$ cat src/rtl/regfile_sb.sv
// ---------------------------------------------------------------------------
// regfile_sb -- integer register file for the CPU datapath, with a pending-write
// scoreboard.
//
// Two combinational read ports and one clocked write port. Register 0 always
// reads as zero. Each implemented register also has a busy bit:
//   - decode sets it when it issues a long-latency producer (mark_en/mark_addr);
//   - writeback clears it with the write that delivers the result.
// When BYPASS=1, a write in the current cycle is forwarded to both read ports.
// That forwarding also hides the busy bit the write is about to clear.
//
// Parameters:
//   ADDR_WIDTH  register index width
//   DATA_WIDTH  register data width
//   NUM_REGS    implemented registers (2..2**ADDR_WIDTH); higher indices read
//               as zero and ignore writes and marks
//   BYPASS      1 = forward same-cycle write data to the read ports
//
// Ports:
//   clk, rst_n             clock; asynchronous active-low reset
//   wr_en/wr_addr/wr_data  writeback write port (also clears busy)
//   rd_addr1/2             read indices
//   rd_data1/2             read data (combinational)
//   rd_busy1/2             pending-write flag of the addressed register
//   mark_en/mark_addr      decode marks a register busy
//   busy_any               OR of all registered busy bits
//
// Optional debug port, enabled by defining the macro REGFILE_DEBUG_PORT_EN:
//   dbg_addr  -> dbg_data  raw register contents (no bypass)
//   dbg_busy               raw busy vector
// ---------------------------------------------------------------------------
module regfile_sb #(
    parameter int ADDR_WIDTH = 5,
    parameter int DATA_WIDTH = 32,
    parameter int NUM_REGS   = 2 ** ADDR_WIDTH,
    parameter int BYPASS     = 1
) (
    input  logic                  clk,
    input  logic                  rst_n,
    input  logic                  wr_en,
    input  logic [ADDR_WIDTH-1:0] wr_addr,
    input  logic [DATA_WIDTH-1:0] wr_data,
    input  logic [ADDR_WIDTH-1:0] rd_addr1,
    input  logic [ADDR_WIDTH-1:0] rd_addr2,
    output logic [DATA_WIDTH-1:0] rd_data1,
    output logic [DATA_WIDTH-1:0] rd_data2,
    output logic                  rd_busy1,
    output logic                  rd_busy2,
    input  logic                  mark_en,
    input  logic [ADDR_WIDTH-1:0] mark_addr,
    output logic                  busy_any
`ifdef REGFILE_DEBUG_PORT_EN
    ,
    input  logic [ADDR_WIDTH-1:0] dbg_addr,
    output logic [DATA_WIDTH-1:0] dbg_data,
    output logic [NUM_REGS-1:0]   dbg_busy
`endif
);

    localparam int ADDR_SPACE = 2 ** ADDR_WIDTH;

    // The arrays span the whole address space. Entries 0 and NUM_REGS and up
    // are tied to zero, so a raw index needs no extra masking.
    logic [DATA_WIDTH-1:0] regs_vec [ADDR_SPACE];
    logic [ADDR_SPACE-1:0] busy_vec;

    // True for indices 1..NUM_REGS-1.
    function automatic logic in_range(input logic [ADDR_WIDTH-1:0] a);
        return (a != '0) && ({1'b0, a} < (ADDR_WIDTH+1)'(NUM_REGS));
    endfunction

    logic wr_valid;
    logic mark_valid;
    assign wr_valid   = wr_en && in_range(wr_addr);
    assign mark_valid = mark_en && in_range(mark_addr);

    // Storage and busy bit, one instance per implemented register.
    generate
        for (genvar gi = 0; gi < ADDR_SPACE; gi++) begin : gen_reg
            if (gi != 0 && gi < NUM_REGS) begin : g_impl
                logic [DATA_WIDTH-1:0] data_reg;
                logic                  busy_reg;
                logic                  wr_hit;
                logic                  mark_hit;

                assign wr_hit   = wr_en   && (wr_addr   == ADDR_WIDTH'(gi));
                assign mark_hit = mark_en && (mark_addr == ADDR_WIDTH'(gi));

                always_ff @(posedge clk or negedge rst_n) begin
                    if (!rst_n) begin
                        data_reg <= '0;
                        busy_reg <= 1'b0;
                    end else begin
                        if (wr_hit) begin
                            data_reg <= wr_data;
                        end
                        // A new producer issued on the same edge outranks the
                        // write that retires the old one.
                        if (mark_hit) begin
                            busy_reg <= 1'b1;
                        end else if (wr_hit) begin
                            busy_reg <= 1'b0;
                        end
                    end
                end

                assign regs_vec[gi] = data_reg;
                assign busy_vec[gi] = busy_reg;
            end else begin : g_zero
                assign regs_vec[gi] = '0;
                assign busy_vec[gi] = 1'b0;
            end
        end
    endgenerate

    // Read ports. The outputs are forced to zero while rst_n is low, so a
    // forwarded write cannot leak out during reset.
    generate
        for (genvar gi = 0; gi < 2; gi++) begin : gen_rd
            logic [ADDR_WIDTH-1:0] addr;
            logic [DATA_WIDTH-1:0] data;
            logic                  busy;
            logic                  fwd;

            assign addr = (gi == 0) ? rd_addr1 : rd_addr2;
            assign fwd  = (BYPASS != 0) && wr_valid && (wr_addr == addr);

            always_comb begin
                data = '0;
                busy = 1'b0;
                if (rst_n && in_range(addr)) begin
                    data = fwd ? wr_data : regs_vec[addr];
                    busy = busy_vec[addr];
                    // The forwarded write retires the producer, unless a new
                    // mark for the same register lands on the same edge.
                    if (fwd && !(mark_valid && (mark_addr == addr))) begin
                        busy = 1'b0;
                    end
                end
            end
        end
    endgenerate

    assign rd_data1 = gen_rd[0].data;
    assign rd_data2 = gen_rd[1].data;
    assign rd_busy1 = gen_rd[0].busy;
    assign rd_busy2 = gen_rd[1].busy;

    // Only implemented bits can ever be set, so a full-width OR is exact.
    assign busy_any = |busy_vec;

`ifdef REGFILE_DEBUG_PORT_EN
    assign dbg_data = in_range(dbg_addr) ? regs_vec[dbg_addr] : '0;
    assign dbg_busy = busy_vec[NUM_REGS-1:0];
`endif

endmodule

$ cat config.mk
export PLATFORM = sky130hd
export DESIGN_NAME = regfile_sb
export DESIGN_NICKNAME = d
export VERILOG_FILES = /design/src/rtl/regfile_sb.sv
export SDC_FILE = /design/constraint.sdc
export NUM_CORES = 2
export LEC_CHECK = 0
export ABC_AREA = 0
export BUFFER_PORTS_ARGS = -buffer_cell sky130_fd_sc_hd__buf_2
export CAP_MARGIN = 20
export CORE_ASPECT_RATIO = 1.25
export CORE_UTILIZATION = 64
export CTS_BUF_LIST = sky130_fd_sc_hd__clkbuf_8 sky130_fd_sc_hd__clkbuf_16
export DETAILED_ROUTE_END_ITERATION = 10
export PLACE_DENSITY = 0.93
export SKIP_LAST_GASP = 1
export SYNTH_ARGS = -nofsm -noshare
export SYNTH_HDL_FRONTEND = slang
export SYNTH_SLANG_ARGS = --single-unit
$ cat constraint.sdc
create_clock -name clk -period 2.65 [get_ports clk]
set_input_delay 0.3975 -clock clk [delete_from_list [all_inputs] [get_ports clk]]
set_output_delay 0.3975 -clock clk [all_outputs]
set_load 0.1 [all_outputs]
==> out/summary.txt, run 1 <==
Synth warn - 0
Die W - 267 um
Row cnt - 121
Post-synthesis cell type count - 56
Ys flop type - dfrtp_1
Pin count of the biggest net entering global routing - 180
IO Pins - 123
H-tree depth - 3
Chip height - 333 um
Worst endpoint type - top-level output
Post-synth EDFFs - 0
Avg Inst Size Synth - 14.2 um^2
Asr flop ratio synth - 100%
DP Area - 0.0630 mm^2
Synthesized Nets - 4019
Root Driver - clkbuf_16
CTS max path bufs - 3
Register area share after synthesis - 45.6%
Total gr overflow - 17
TritonCTS Buffers - 97
Port bufs - 122
GRT Util Overall - 83.0%
Initial Util - 64.6%
Status - did not finish
Failed at - global routing
Routability cong. - 1.02
Mapped Area - 0.0561 mm^2
Post-Synthesis Cells - 3963
Place WS - -402 ps
Clk sink count - 1023
Yosys reg bits - 1023
Grt repair worst endpoint - rd_data2[24]
DP HPWL - 131 mm
Error - [ERROR GRT-0232] Routing congestion too high. Check the congestion heatmap in the GUI.
==> per-layer routing <==
layer | GRT overflow | GRT usage, %
met5 | 1 | 67.8
met4 | 5 | 79.1
met3 | 0 | 79.5
met2 | 10 | 92.2
met1 | 1 | 80.0
==> what timing repair did <==
| item | CTS |
|---|---|
| cloned | 7 |
| resized for setup | 300 |
| pin swaps | 163 |
| endpoints found under the hold margin | 127 |
| setup endpoints to repair | 67 |
| setup buffers | 161 |
| hold buffers | 4 |
==> kinds of logic after synthesis <==
kind of cell | count (synthesis) | share of synthesized area (%)
AO/OA/AOI/OAI | 429 | 5.70
XOR/XNOR | 20 | 0.312
buffers and inverters | 454 | 3.63
flip-flops | 1023 | 45.6
multiplexers | 1694 | 41.7
AND/OR/NAND/NOR | 343 | 3.01
==> metrics by stage <==
step                hold slack [ps]  instances
detailed placement              418       5260
global placement                415       5260
CTS                             134       5591
floorplan                       102       3963
==> synth_stat cells (all sizes together) (26+ instances only) <==
master     n  share of area [%]
o21ai     56               0.50
o221ai    26               0.41
nor2b     31               0.35
a22o      27               0.42
a221oi    54               0.84
dfrtp   1023                 46
clkbuf   212                1.4
mux2    1109                 22
nand3     44               0.39
mux2i    180                3.2
a22oi     69               0.92
nor2      41               0.27
nand4     27               0.30
nor3      32               0.30
mux4     405                 16
nand2    114               0.76
a211oi    31               0.41
a21oi     35               0.31
buf      220                2.1
==> inputs of run 2 (changes only) <==
- CORE_ASPECT_RATIO: 1.25 -> unset
- CORE_UTILIZATION: 64 -> 40
- CTS_BUF_LIST: sky130_fd_sc_hd__clkbuf_8 sky130_fd_sc_hd__clkbuf_16 -> unset
- PLACE_DENSITY: 0.93 -> unset
- PLACE_DENSITY_LB_ADDON: unset -> 0.15
==> run 2 against run 1 <==
Effect of this change:
- the flow now finishes, with violations (setup timing)
- synthesized cell count is the same
- area after synthesis is the same
==> out/summary.txt, run 2 <==
Status - finished, violations left
Failing checks - setup timing
Commonest non-fill, non-tap cells in the layout - mux2_2, dfrtp_1, buf_4
Via count - 39.6k
Final period util - 121%
Max frequency - 0.311 GHz
Layout area overhead - 27.0%
RSZ-0062 raised after global routing - yes
Place WS - -684 ps
Number of hold violations in the final report - 0
Reg2reg end - gen_reg[15].g_impl.busy_reg
Startpoint types - primary input
Post-Synthesis Cells - 3963
Vias per Instance - 6.23
Post-synthesis cell type with the largest combined area - dfrtp_1
Core Util, Final - 51.2%
Hold_sp - mark_addr[3]
CTS tree - built
Crit path max fanout - 27
Setup slack, reg-to-reg - 1590 ps
Root Driver - clkbuf_16
Pin slew with the least headroom to its limit - 1040 ps
GRT Util Overall - 29.9%
Commonest non-fill, non-tap cell in the layout - mux2_2
Total gr overflow - 0
Reg2reg path depth - 3
Post-synthesis compound-gate area fraction - 5.70%
Max reg flops - 992
CTS max path bufs - 3
Hold endpoint - gen_reg[19].g_impl.busy_reg
IO Pins - 123
Cell with the most instances after synthesis - mux2_2
Fill count - 11.7k
Synth Area in XOR/XNOR - 0.312%
Worst skew pair latency - 740 ps
H-tree depth - 3
Asr flop ratio synth - 100%
Max-slew violation count - 0
Routed wire length - 211 mm
Final setup vio count - 67
Peak VDD IR - 570 uV
Routability cong. - 0.892
Largest family of logic cells by synthesized area - multiplexers
Antenna violations before repair - 10
Synthesized Nets - 4019
Final nets - 4435
TritonCTS Buffers - 118
Clk_skew - 0 ps
Port bufs - 122
Max-Slew Margin vs Limit - 30.7%
Post-synth top area share - 45.6%
Mapped Area - 0.0561 mm^2
Yosys reg bits - 1023
Synth cell count leaders - mux2_2, dfrtp_1, mux4_2, clkbuf_1, mux2i_1
WHS - 46.5 ps
Hold Crit Depth - 3
Adder-cell area share of the yosys netlist - 0%
Pre-Repair DR Iteration Count - 5
Critical path data arrival time - 2820 ps
Antenna violation net count after detailed routing - 0
Chip height - 377 um
Register area share after synthesis - 45.6%
Largest cells by area after synthesis - dfrtp_1, mux2_2, mux4_2
Type of the most critical hold path - in -> reg
Post-synthesis cell type count - 56
LEAKAGE - 0.0305 uW
Drc violations - 0
Reg2Reg Launch Point - gen_reg[15].g_impl.busy_reg
CORE AREA - 0.139 mm^2
Critical path endpoint category - output pin
Tmin final - 3210 ps
Multiplexer area fraction after synthesis - 41.7%
Critical setup path kind - in -> out
Layout cells sized above 1 - 61.8%
Worst-path clk slew - 60 ps
Synth Area in Simple Gates - 3.01%
DP HPWL - 137 mm
Total Power - 50700 uW
Post-synth EDFFs - 0
# Max-Cap Violations - 0
Ys flop type - dfrtp_1
Avg Inst Size Synth - 14.2 um^2
Drt wl/cell - 33.2 um
DR iter-0 viols - 3436
Vias in the first global route - 40.2k
Clk sink count - 1023
Initial Util - 40.3%
Die area - 0.142 mm^2
Pin count of the biggest net entering global routing - 170
PwrDens - 711 mW/mm^2
Die W - 377 um
Final setup margin - -563 ps
Worst Path Required - 2250 ps
Row cnt - 137
Synth warn - 0
First-pass GRT wire length - 304 mm
-- run 2: cell counts after synthesis --
No cell type changed its count.
-- run 2: what timing repair did --
item                                    CTS  global route
endpoints found under the hold margin   108             0
endpoints found under the setup margin   67            67
gates resized for setup                 216           132
gates cloned                              5             2
hold buffers                              9             0
buffers inserted                         61            23
pin swaps                               114            82
-- run 2: cells by family (layout without fill, tap and decap cells) --
kind of cell,Yosys count,after routing
AO/OA/AOI/OAI,429,429
XOR/XNOR,20,20
buffers and inverters,454,967
flip-flops,1023,1023
multiplexers,1694,1694
other,0,1
AND/OR/NAND/NOR,343,343
-- run 2: stage by stage --
stage | cells | TNS (ps) | instance area (um^2)
2_1_floorplan | 3963 | -3320 | 56900
3_3_place_gp | 6050 | -26500 | 64700
3_5_place_dp | 6050 | -25390 | 64700
4_1_cts | 6335 | -23790 | 70400
5_1_grt | 6353 | -23540 | 71300
6_report | 6353 | -19570 | 71300
-- run 2: worst max path at each step --
stage | endpoint | startpoint | cells after the start
final | rd_data1[7] | rd_addr1[1] | 8
after global routing | rd_data2[13] | gen_reg[27].g_impl.data_reg[13] | 6
after CTS | rd_data1[11] | gen_reg[11].g_impl.data_reg[11] | 6
after detailed placement | rd_data2[0] | wr_addr[0] | 9
after global placement | rd_data2[30] | rd_addr2[0] | 11
after floorplan | rd_data1[31] | rd_addr1[0] | 10
-- run 2: report_power, final --
part | switching [uW] | internal, uW
registers | 2210 | 18700
logic | 5850 | 7280
clock network | 6950 | 9670
-- run 2: critical path, stage by stage --
cell,delay (ps)
buf_8,230
buf_12,260
buf_4,180
mux2_2,340
a221oi_1,650
nor3_1,200
a211o_4,360
buf_12,170
-- run 2: metal layers --
| metal | vias up | routed length [um] | global-route usage [%] |
|---|---|---|---|
| met1 | 21461 | 90400 | 41.9 |
| met2 | 1513 | 98600 | 47.3 |
| met4 | 8 | 7070 | 9.36 |
| li1 | 16247 | - | - |
| met5 | - | 43 | 0 |
| met3 | 367 | 15000 | 4.92 |
-- run 2: final cells by class --
cell class              instances  area (um^2)  share of cell area [%]
multi-input cells            2486        31000                    43.4
flip-flops and latches       1023        25600                    35.9
clock inverters                34          400                   0.562
clock buffers                 183         3520                    4.94
inverters                      22         83.8                   0.118
well taps                    1876         2350                    3.29
diodes                          1         2.50                 0.00351
repair buffers                728         8360                    11.7
Power figures use the tool's default switching activity.
